File: src/rtl/mem_wb_stage_p_if.sv
// MEM/WB stage bus: pipeline control, EXE/MEM entry inputs and write-back outputs.
// in_signed exists only when MEM_WB_SIGNED_LOAD_EN is defined.
interface mem_wb_stage_p_if #(
   parameter int unsigned DATA_W     = 32,
   parameter int unsigned REG_ADDR_W = 5,
   parameter int unsigned CNT_W      = 16
);
   localparam int unsigned OFF_W = $clog2(DATA_W / 8);

   logic                  stall;
   logic                  flush;
   logic                  in_valid;
   logic                  in_reg_write;
   logic                  in_mem_or_reg;
   logic [1:0]            in_size;
`ifdef MEM_WB_SIGNED_LOAD_EN
   logic                  in_signed;
`endif
   logic [OFF_W-1:0]      in_byte_off;
   logic                  in_hilo_write;
   logic                  in_write_float;
   logic [DATA_W-1:0]     in_alu_result;
   logic [DATA_W-1:0]     in_alu_result2;
   logic [DATA_W-1:0]     in_mem_rdata;
   logic [REG_ADDR_W-1:0] in_wr_addr;

   logic                  out_valid;
   logic                  out_reg_write;
   logic                  out_hilo_write;
   logic                  out_write_float;
   logic [DATA_W-1:0]     out_wr_data;
   logic [DATA_W-1:0]     out_wr_data2;
   logic [REG_ADDR_W-1:0] out_wr_addr;
   logic                  misalign_err;
   logic [CNT_W-1:0]      retire_cnt;

   modport master (
      output stall, flush, in_valid, in_reg_write, in_mem_or_reg, in_size,
`ifdef MEM_WB_SIGNED_LOAD_EN
      output in_signed,
`endif
      output in_byte_off, in_hilo_write, in_write_float, in_alu_result,
      output in_alu_result2, in_mem_rdata, in_wr_addr,
      input  out_valid, out_reg_write, out_hilo_write, out_write_float,
      input  out_wr_data, out_wr_data2, out_wr_addr, misalign_err, retire_cnt
   );

   modport slave (
      input  stall, flush, in_valid, in_reg_write, in_mem_or_reg, in_size,
`ifdef MEM_WB_SIGNED_LOAD_EN
      input  in_signed,
`endif
      input  in_byte_off, in_hilo_write, in_write_float, in_alu_result,
      input  in_alu_result2, in_mem_rdata, in_wr_addr,
      output out_valid, out_reg_write, out_hilo_write, out_write_float,
      output out_wr_data, out_wr_data2, out_wr_addr, misalign_err, retire_cnt
   );
endinterface

File: src/rtl/mem_wb_stage_p.sv
// MEM/WB pipeline register (falling-edge) with lane extraction, misalignment suppression
// and retire counter. Define MEM_WB_SIGNED_LOAD_EN to enable sign-extending loads.
module mem_wb_stage_p #(
   parameter int unsigned DATA_W     = 32,
   parameter int unsigned REG_ADDR_W = 5,
   parameter int unsigned CNT_W      = 16
) (
   input logic             clk,
   input logic             rst_n,
   mem_wb_stage_p_if.slave io
);
   localparam int unsigned OFF_W = $clog2(DATA_W / 8);

   typedef enum logic [1:0] {
      SZ_FULL = 2'b00,
      SZ_BYTE = 2'b01,
      SZ_HALF = 2'b10,
      SZ_WORD = 2'b11
   } size_e;

   size_e             size;
   logic [OFF_W-1:0]  off;
   logic [OFF_W-1:0]  off_h;
   logic [OFF_W-1:0]  off_w;
   logic [7:0]        lane_b;
   logic [15:0]       lane_h;
   logic [31:0]       lane_w;
   logic              sgn;
   logic              misaligned;
   logic              mis;
   logic [DATA_W-1:0] load_data;

   logic                  valid_q, valid_d;
   logic                  rw_q, rw_d;
   logic                  hw_q, hw_d;
   logic                  fw_q, fw_d;
   logic                  mis_q, mis_d;
   logic [DATA_W-1:0]     data_q, data_d;
   logic [DATA_W-1:0]     data2_q, data2_d;
   logic [REG_ADDR_W-1:0] addr_q, addr_d;
   logic [CNT_W-1:0]      cnt_q, cnt_d;

   assign size = size_e'(io.in_size);
   assign off  = io.in_byte_off;

   // Half/word lanes start at the offset rounded down; for DATA_W=32 off_w is always 0.
   assign off_h  = off & ~OFF_W'(1);
   assign off_w  = off & ~OFF_W'(3);
   assign lane_b = io.in_mem_rdata[{off,   3'b000} +: 8];
   assign lane_h = io.in_mem_rdata[{off_h, 3'b000} +: 16];
   assign lane_w = io.in_mem_rdata[{off_w, 3'b000} +: 32];

`ifdef MEM_WB_SIGNED_LOAD_EN
   assign sgn = io.in_signed;
`else
   assign sgn = 1'b0;
`endif

   always_comb begin
      load_data  = io.in_mem_rdata;
      misaligned = 1'b0;
      case (size)
         SZ_BYTE: begin
            load_data = sgn ? DATA_W'($signed(lane_b)) : DATA_W'(lane_b);
         end
         SZ_HALF: begin
            load_data  = sgn ? DATA_W'($signed(lane_h)) : DATA_W'(lane_h);
            misaligned = off[0];
         end
         SZ_WORD: begin
            load_data  = sgn ? DATA_W'($signed(lane_w)) : DATA_W'(lane_w);
            misaligned = |off[1:0];
         end
         default: begin
            load_data  = io.in_mem_rdata;
            misaligned = |off;
         end
      endcase
   end

   assign mis = io.in_valid & ~io.in_mem_or_reg & misaligned;

   always_comb begin
      valid_d = valid_q;
      rw_d    = rw_q;
      hw_d    = hw_q;
      fw_d    = fw_q;
      mis_d   = mis_q;
      data_d  = data_q;
      data2_d = data2_q;
      addr_d  = addr_q;
      cnt_d   = cnt_q;
      if (io.flush) begin
         valid_d = 1'b0;
         rw_d    = 1'b0;
         hw_d    = 1'b0;
         fw_d    = 1'b0;
         mis_d   = 1'b0;
         data_d  = '0;
         data2_d = '0;
         addr_d  = '0;
      end else if (io.stall) begin
         mis_d = 1'b0;
      end else begin
         valid_d = io.in_valid;
         rw_d    = io.in_valid & io.in_reg_write & ~mis;
         hw_d    = io.in_valid & io.in_hilo_write & ~mis;
         fw_d    = io.in_valid & io.in_write_float & ~mis;
         mis_d   = mis;
         data_d  = io.in_mem_or_reg ? io.in_alu_result : load_data;
         data2_d = io.in_alu_result2;
         addr_d  = io.in_wr_addr;
         if (io.in_valid && !mis) begin
            cnt_d = cnt_q + CNT_W'(1);
         end
      end
   end

   always_ff @(negedge clk) begin
      if (!rst_n) begin
         valid_q <= 1'b0;
         rw_q    <= 1'b0;
         hw_q    <= 1'b0;
         fw_q    <= 1'b0;
         mis_q   <= 1'b0;
         data_q  <= '0;
         data2_q <= '0;
         addr_q  <= '0;
         cnt_q   <= '0;
      end else begin
         valid_q <= valid_d;
         rw_q    <= rw_d;
         hw_q    <= hw_d;
         fw_q    <= fw_d;
         mis_q   <= mis_d;
         data_q  <= data_d;
         data2_q <= data2_d;
         addr_q  <= addr_d;
         cnt_q   <= cnt_d;
      end
   end

   assign io.out_valid       = valid_q;
   assign io.out_reg_write   = rw_q;
   assign io.out_hilo_write  = hw_q;
   assign io.out_write_float = fw_q;
   assign io.misalign_err    = mis_q;
   assign io.out_wr_data     = data_q;
   assign io.out_wr_data2    = data2_q;
   assign io.out_wr_addr     = addr_q;
   assign io.retire_cnt      = cnt_q;
endmodule

File: src/flat_wrapper.sv
// flat-port wrapper written by rule: the top's interface ports become plain ports
module mem_wb_stage_p_flat 
#(
   parameter int unsigned DATA_W     = 32,
   parameter int unsigned REG_ADDR_W = 5,
   parameter int unsigned CNT_W      = 16
)
  (clk, rst_n, io_stall, io_flush, io_in_valid, io_in_reg_write, io_in_mem_or_reg, io_in_size, io_in_byte_off, io_in_hilo_write, io_in_write_float, io_in_alu_result, io_in_alu_result2, io_in_mem_rdata, io_in_wr_addr, io_out_valid, io_out_reg_write, io_out_hilo_write, io_out_write_float, io_out_wr_data, io_out_wr_data2, io_out_wr_addr, io_misalign_err, io_retire_cnt);
  mem_wb_stage_p_if #(.DATA_W(DATA_W), .REG_ADDR_W(REG_ADDR_W), .CNT_W(CNT_W)) io_i ();
  input logic clk;
  input logic rst_n;
  input wire logic [$bits(io_i.stall)-1:0] io_stall;
  input wire logic [$bits(io_i.flush)-1:0] io_flush;
  input wire logic [$bits(io_i.in_valid)-1:0] io_in_valid;
  input wire logic [$bits(io_i.in_reg_write)-1:0] io_in_reg_write;
  input wire logic [$bits(io_i.in_mem_or_reg)-1:0] io_in_mem_or_reg;
  input wire logic [$bits(io_i.in_size)-1:0] io_in_size;
  input wire logic [$bits(io_i.in_byte_off)-1:0] io_in_byte_off;
  input wire logic [$bits(io_i.in_hilo_write)-1:0] io_in_hilo_write;
  input wire logic [$bits(io_i.in_write_float)-1:0] io_in_write_float;
  input wire logic [$bits(io_i.in_alu_result)-1:0] io_in_alu_result;
  input wire logic [$bits(io_i.in_alu_result2)-1:0] io_in_alu_result2;
  input wire logic [$bits(io_i.in_mem_rdata)-1:0] io_in_mem_rdata;
  input wire logic [$bits(io_i.in_wr_addr)-1:0] io_in_wr_addr;
  output wire logic [$bits(io_i.out_valid)-1:0] io_out_valid;
  output wire logic [$bits(io_i.out_reg_write)-1:0] io_out_reg_write;
  output wire logic [$bits(io_i.out_hilo_write)-1:0] io_out_hilo_write;
  output wire logic [$bits(io_i.out_write_float)-1:0] io_out_write_float;
  output wire logic [$bits(io_i.out_wr_data)-1:0] io_out_wr_data;
  output wire logic [$bits(io_i.out_wr_data2)-1:0] io_out_wr_data2;
  output wire logic [$bits(io_i.out_wr_addr)-1:0] io_out_wr_addr;
  output wire logic [$bits(io_i.misalign_err)-1:0] io_misalign_err;
  output wire logic [$bits(io_i.retire_cnt)-1:0] io_retire_cnt;
  assign io_i.stall = io_stall;
  assign io_i.flush = io_flush;
  assign io_i.in_valid = io_in_valid;
  assign io_i.in_reg_write = io_in_reg_write;
  assign io_i.in_mem_or_reg = io_in_mem_or_reg;
  assign io_i.in_size = io_in_size;
  assign io_i.in_byte_off = io_in_byte_off;
  assign io_i.in_hilo_write = io_in_hilo_write;
  assign io_i.in_write_float = io_in_write_float;
  assign io_i.in_alu_result = io_in_alu_result;
  assign io_i.in_alu_result2 = io_in_alu_result2;
  assign io_i.in_mem_rdata = io_in_mem_rdata;
  assign io_i.in_wr_addr = io_in_wr_addr;
  assign io_out_valid = io_i.out_valid;
  assign io_out_reg_write = io_i.out_reg_write;
  assign io_out_hilo_write = io_i.out_hilo_write;
  assign io_out_write_float = io_i.out_write_float;
  assign io_out_wr_data = io_i.out_wr_data;
  assign io_out_wr_data2 = io_i.out_wr_data2;
  assign io_out_wr_addr = io_i.out_wr_addr;
  assign io_misalign_err = io_i.misalign_err;
  assign io_retire_cnt = io_i.retire_cnt;
  mem_wb_stage_p #(.DATA_W(DATA_W), .REG_ADDR_W(REG_ADDR_W), .CNT_W(CNT_W)) u_core (.clk(clk), .rst_n(rst_n), .io(io_i));
endmodule
File: config.mk
export PLATFORM = sky130hd
export DESIGN_NAME = mem_wb_stage_p_flat
export DESIGN_NICKNAME = d
export VERILOG_FILES = /design/src/rtl/mem_wb_stage_p_if.sv /design/src/rtl/mem_wb_stage_p.sv /design/src/flat_wrapper.sv
export SDC_FILE = /design/constraint.sdc
export NUM_CORES = 1
export LEC_CHECK = 0
export CAP_MARGIN = 30
export CORE_MARGIN = 5
export CORE_UTILIZATION = 40
export DETAILED_ROUTE_END_ITERATION = 10
export PLACE_DENSITY = 0.86
export SLEW_MARGIN = 20
export SYNTH_ARGS = -nofsm -noshare
export SYNTH_HDL_FRONTEND = slang
export SYNTH_SLANG_ARGS = --single-unit
export TNS_END_PERCENT = 5
File: constraint.sdc
create_clock -name clk -period 2.6 [get_ports clk]
set_input_delay 0.52 -clock clk [delete_from_list [all_inputs] [get_ports clk]]
set_output_delay 0.52 -clock clk [all_outputs]
set_load 0.01 [all_outputs]
==> After elaboration in Yosys (flattened, before gate mapping) <==
Index checks and enable logic that the tools add are counted.
{ "word_totals": {"word_cells": 36, "input_bits": 114, "reg_bits": 90, "output_inout_bits": 90} }
{ "op_classes": {"bitwise": 13, "n_eq_ne": 2, "addsub": 1, "reduce_logical": 6, "shifts": 2, "muxes": 3} }
{ "op_table": {"columns": ["op", "count"], "rows": [
  ["case mux 32 bit (2 select lines)", 1],
  ["2-to-1 mux 32 bit", 1],
  ["indexed part select 32 x 6 -> 16 bit", 1],
  ["indexed part select 32 x 6 -> 8 bit", 1],
  ["adder 16 x 1 -> 16 bit (second input constant)", 1],
  ["bitwise AND 1 bit", 8],
  ["inverter 1 bit", 5],
  ["OR reduction 2 bit", 2],
  ["AND reduction 3 bit", 1],
  ["OR reduction 3 bit", 1],
  ["equality test 2 x 1 -> 1 bit (second input constant)", 1],
  ["equality test 2 bit (second input constant)", 1],
  ["case mux 1 bit (2 select lines)", 1],
  ["logical AND 1 bit", 1],
  ["zero test 1 bit", 1]
]} }

==> Depth between registers and ports, before layout <==
{ "logic_depth": {"ltp_word": 6, "ltp_mapped": 8, "ltp_nobuf": 6} }

==> summary.md <==
| Metric | Value |
|---|---|
| Slowest stage cell, crit path | `or4_1` |
| Clock slew at reported path FFs | `60 ps` |
| Hpwl dp | `11500 um` |
| # rows | `36` |
| Final Wtd Congestion | `0.850` |
| CTS tree | `done` |
| Status | `complete, but fails checks` |
| Die Span Y | `111 um` |
| Failing checks | `negative setup slack` |
| Final Routed Wirelength | `16900 um` |
| Initial Utilization | `0.414` |
| Number of setup violations in the final report | `137` |
| Setup CP Type | `input pin to flip-flop` |
| Nets | `910` |
| Clock skew | `28.4 ps` |
| Placed Cells | `819` |
| Syn Area/Cell | `9.03 um^2` |
| DRC viols | `0` |
| Die area | `12300 um^2` |
| Final design utilization | `0.782` |
| CTS sink count | `90` |
| Max Cap Viol | `0` |
| Area occupied by multi-input gates | `2280 um^2` |
| Top delay family on crit path | `simple AND/OR/NAND/NOR gates` |
| Clock Latency Late Sink | `420 ps` |
| Boundary Pins | `204` |
| Most used DFF post-synth | `dfxtp_1` |
| WL/cell | `18.2 um` |
| Crit start category | `input pin` |
| Leading area contributor after synthesis | `dfxtp_1` |
| Worst setup margin | `-355 ps` |
| Hold_ws | `482 ps` |
| Crit path buf inv count | `3` |
| Mapped Area | `4080 um^2` |
| Vias in the first global route | `5480` |
| Total grt overflow | `0` |
| Num CTS Buffers | `9` |
| Post-synthesis sequential area ratio | `0.442` |
| Tightest Pin Transition | `410 ps` |
| Vias/cell | `5.42` |
| CORE AREA | `9860 um^2` |
| CP cell instances | `buf_12 > inv_12 > ha_4 > a21oi_4 > buf_4 > o21ai_4 > or4_1 > a21oi_1` |
| Vias | `5042` |
| Syn. warnings | `0` |
| Leakage power | `3.59 nW` |
| Antenna violations before repair | `0` |
| Pre-CTS setup slack | `-1600 ps` |
| First-pass DRT Iterations | `4` |
| EDFF count, synth | `0` |
| FILL cells | `617` |
| IO buf count | `203` |
| Max rail drop VDD | `0.283 mV` |
| Slew Limit Fails | `0` |
| Post-synthesis cell type count | `45` |
| Placement Cell Area | `6740 um^2` |
| Max_slew headroom | `0.726` |
| Reg area | `1920 um^2` |
| Endpoint class of the critical path | `flip-flop` |
| Crit-path max FO | `7` |
| Post-Syn Instances | `452` |
| Area growth syn-to-layout | `89.2%` |
| 1st-iter DRT viols | `299` |
| Setup TNS Final | `-13620 ps` |
| CTS Root Cell | `clkbuf_8` |
| Asr flop ratio synth | `0` |
| Power Density | `482 nW/um^2` |
| Clk buf depth | `2` |
| CP arrival | `1990 ps` |
| Worst Path Required | `1630 ps` |
| Fin cells | `931` |
| RSZ-0062 raised after global routing | `true` |
| Top cell type's share of synthesized area | `0.442` |
| Crit-path max cell delay | `530 ps` |
| Post-Syn Nets | `569` |
| Design Area, Final | `7720 um^2` |
| Max H-tree Level | `3` |
| Flops & latches, synth | `90` |
| Share of post-route cells with drive strength above 1 | `0.386` |
| Final hold vios | `0` |
| Die outline width | `111 um` |
| First-pass GRT wire length | `26000 um` |
| Global Route Usage Sum | `0.257` |
| Diode count | `0` |
| Synth area leaders | `dfxtp_1, mux2i_1, nor2_1, a221oi_1, a21oi_1` |
| Final ANT Viol Nets | `0` |
| Largest net degree at the start of global routing | `38` |
| Total power | `3.72 mW` |
| Hold Path Class | `flip-flop to flip-flop` |
-- worst reg2reg max path: cells and delay by family, from the launching register on --
| kind | cells | cell delay [ps] |
|---|---|---|
| flops | 1 | 330 |
| compound gates | 1 | 200 |
| simple gates | 3 | 1150 |
| buf+inv | 1 | 130 |
-- logic make-up after synthesis --
kind of cell    share of synthesized area
fa+ha+maj                         0.00920
mux                                0.0957
compound gates                      0.199
simple gates                        0.201
flops                               0.442
buf+inv                            0.0420
xor+xnor                           0.0107
-- path summary, 6_finish.rpt --
kind / from / cells after the start / endpoint / slack [ps]
min reg2reg: u_core.io.out_valid / 2 / u_core.io.out_valid / 480
min: u_core.io.out_valid / 2 / u_core.io.out_valid / 480
max: io_in_size[0] / 8 / u_core.io.retire_cnt[14] / -350
max reg2reg: u_core.io.retire_cnt[3] / 5 / u_core.io.retire_cnt[14] / 720
-- registers in the layout, summed over array words and instances (netlist names) --
signal / cells
u_core.io.out_wr_addr: 5
u_core.io.out_wr_data: 32
u_core.io.out_reg_write: 1
u_core.io.out_hilo_write: 1
u_core.io.misalign_err: 1
u_core.io.out_valid: 1
u_core.io.retire_cnt: 16
u_core.io.out_write_float: 1
u_core.io.out_wr_data2: 32
-- cells in the final DEF, fill, tap and decap left out, types with 5 or more instances in the layout --
master,count
o221ai_1,6
a221oi_2,5
inv_1,95
and3b_1,8
a32o_1,7
o22ai_1,9
buf_4,62
nand2_1,11
nor2_1,65
clkbuf_8,9
dfxtp_2,88
mux2i_1,39
a21o_1,7
nor3_1,31
buf_12,7
nor2b_1,15
buf_6,92
clkdlybuf4s50_1,103
a221oi_1,18
o31ai_1,5
a21oi_1,31
-- power breakdown --
group	internal (mW)	switching, mW
clock network	0.549	0.977
registers	1.44	0.0324
logic	0.418	0.308
-- Yosys cell counts (2+ instances only) --
cell type,instances
dfxtp_1,90
nor2_1,65
mux2i_1,39
a21oi_1,34
nor3_1,31
a221oi_1,23
clkbuf_1,19
nor2b_1,17
buf_2,11
nand2_1,11
o22ai_1,9
and3b_1,8
a21o_1,7
a32o_1,7
inv_1,7
o221ai_1,7
o31ai_1,6
or4_1,6
o21ai_0,5
xor2_1,5
buf_1,4
nand2b_1,4
a22oi_1,3
and3_1,3
ha_1,3
nand4_1,3
o211ai_1,3
or3_1,3
nand3b_1,2
o2111ai_1,2
-- layout make-up --
class                           count  area share
Timing Repair Buffer              275       0.363
Multi-Input combinational cell    320       0.295
Sequential cell                    90       0.248
Clock inverter                     97      0.0512
Tap cell                          133      0.0216
Clock buffer                        9      0.0160
Inverter                            7     0.00503
-- routing by layer --
layer | wire length [um] | share of wire | vias up | global-route usage
met2 | 8890 | 0.53 | 264 | 0.454
met5 | 0 | 0 | - | 0
met3 | 1460 | 0.086 | 55 | 0.110
li1 | - | - | 2348 | -
met1 | 5930 | 0.35 | 2375 | 0.252
met4 | 638 | 0.038 | 0 | 0.140
-- timing repair --
item,in CTS,in global routing
setup buffers,6,1
hold buffers,0,0
endpoints found under the setup margin,180,143
pin swaps,15,4
hold endpoints to repair,0,0
resized for setup,584,27
Note: power is estimated with default switching activity, not from simulation.
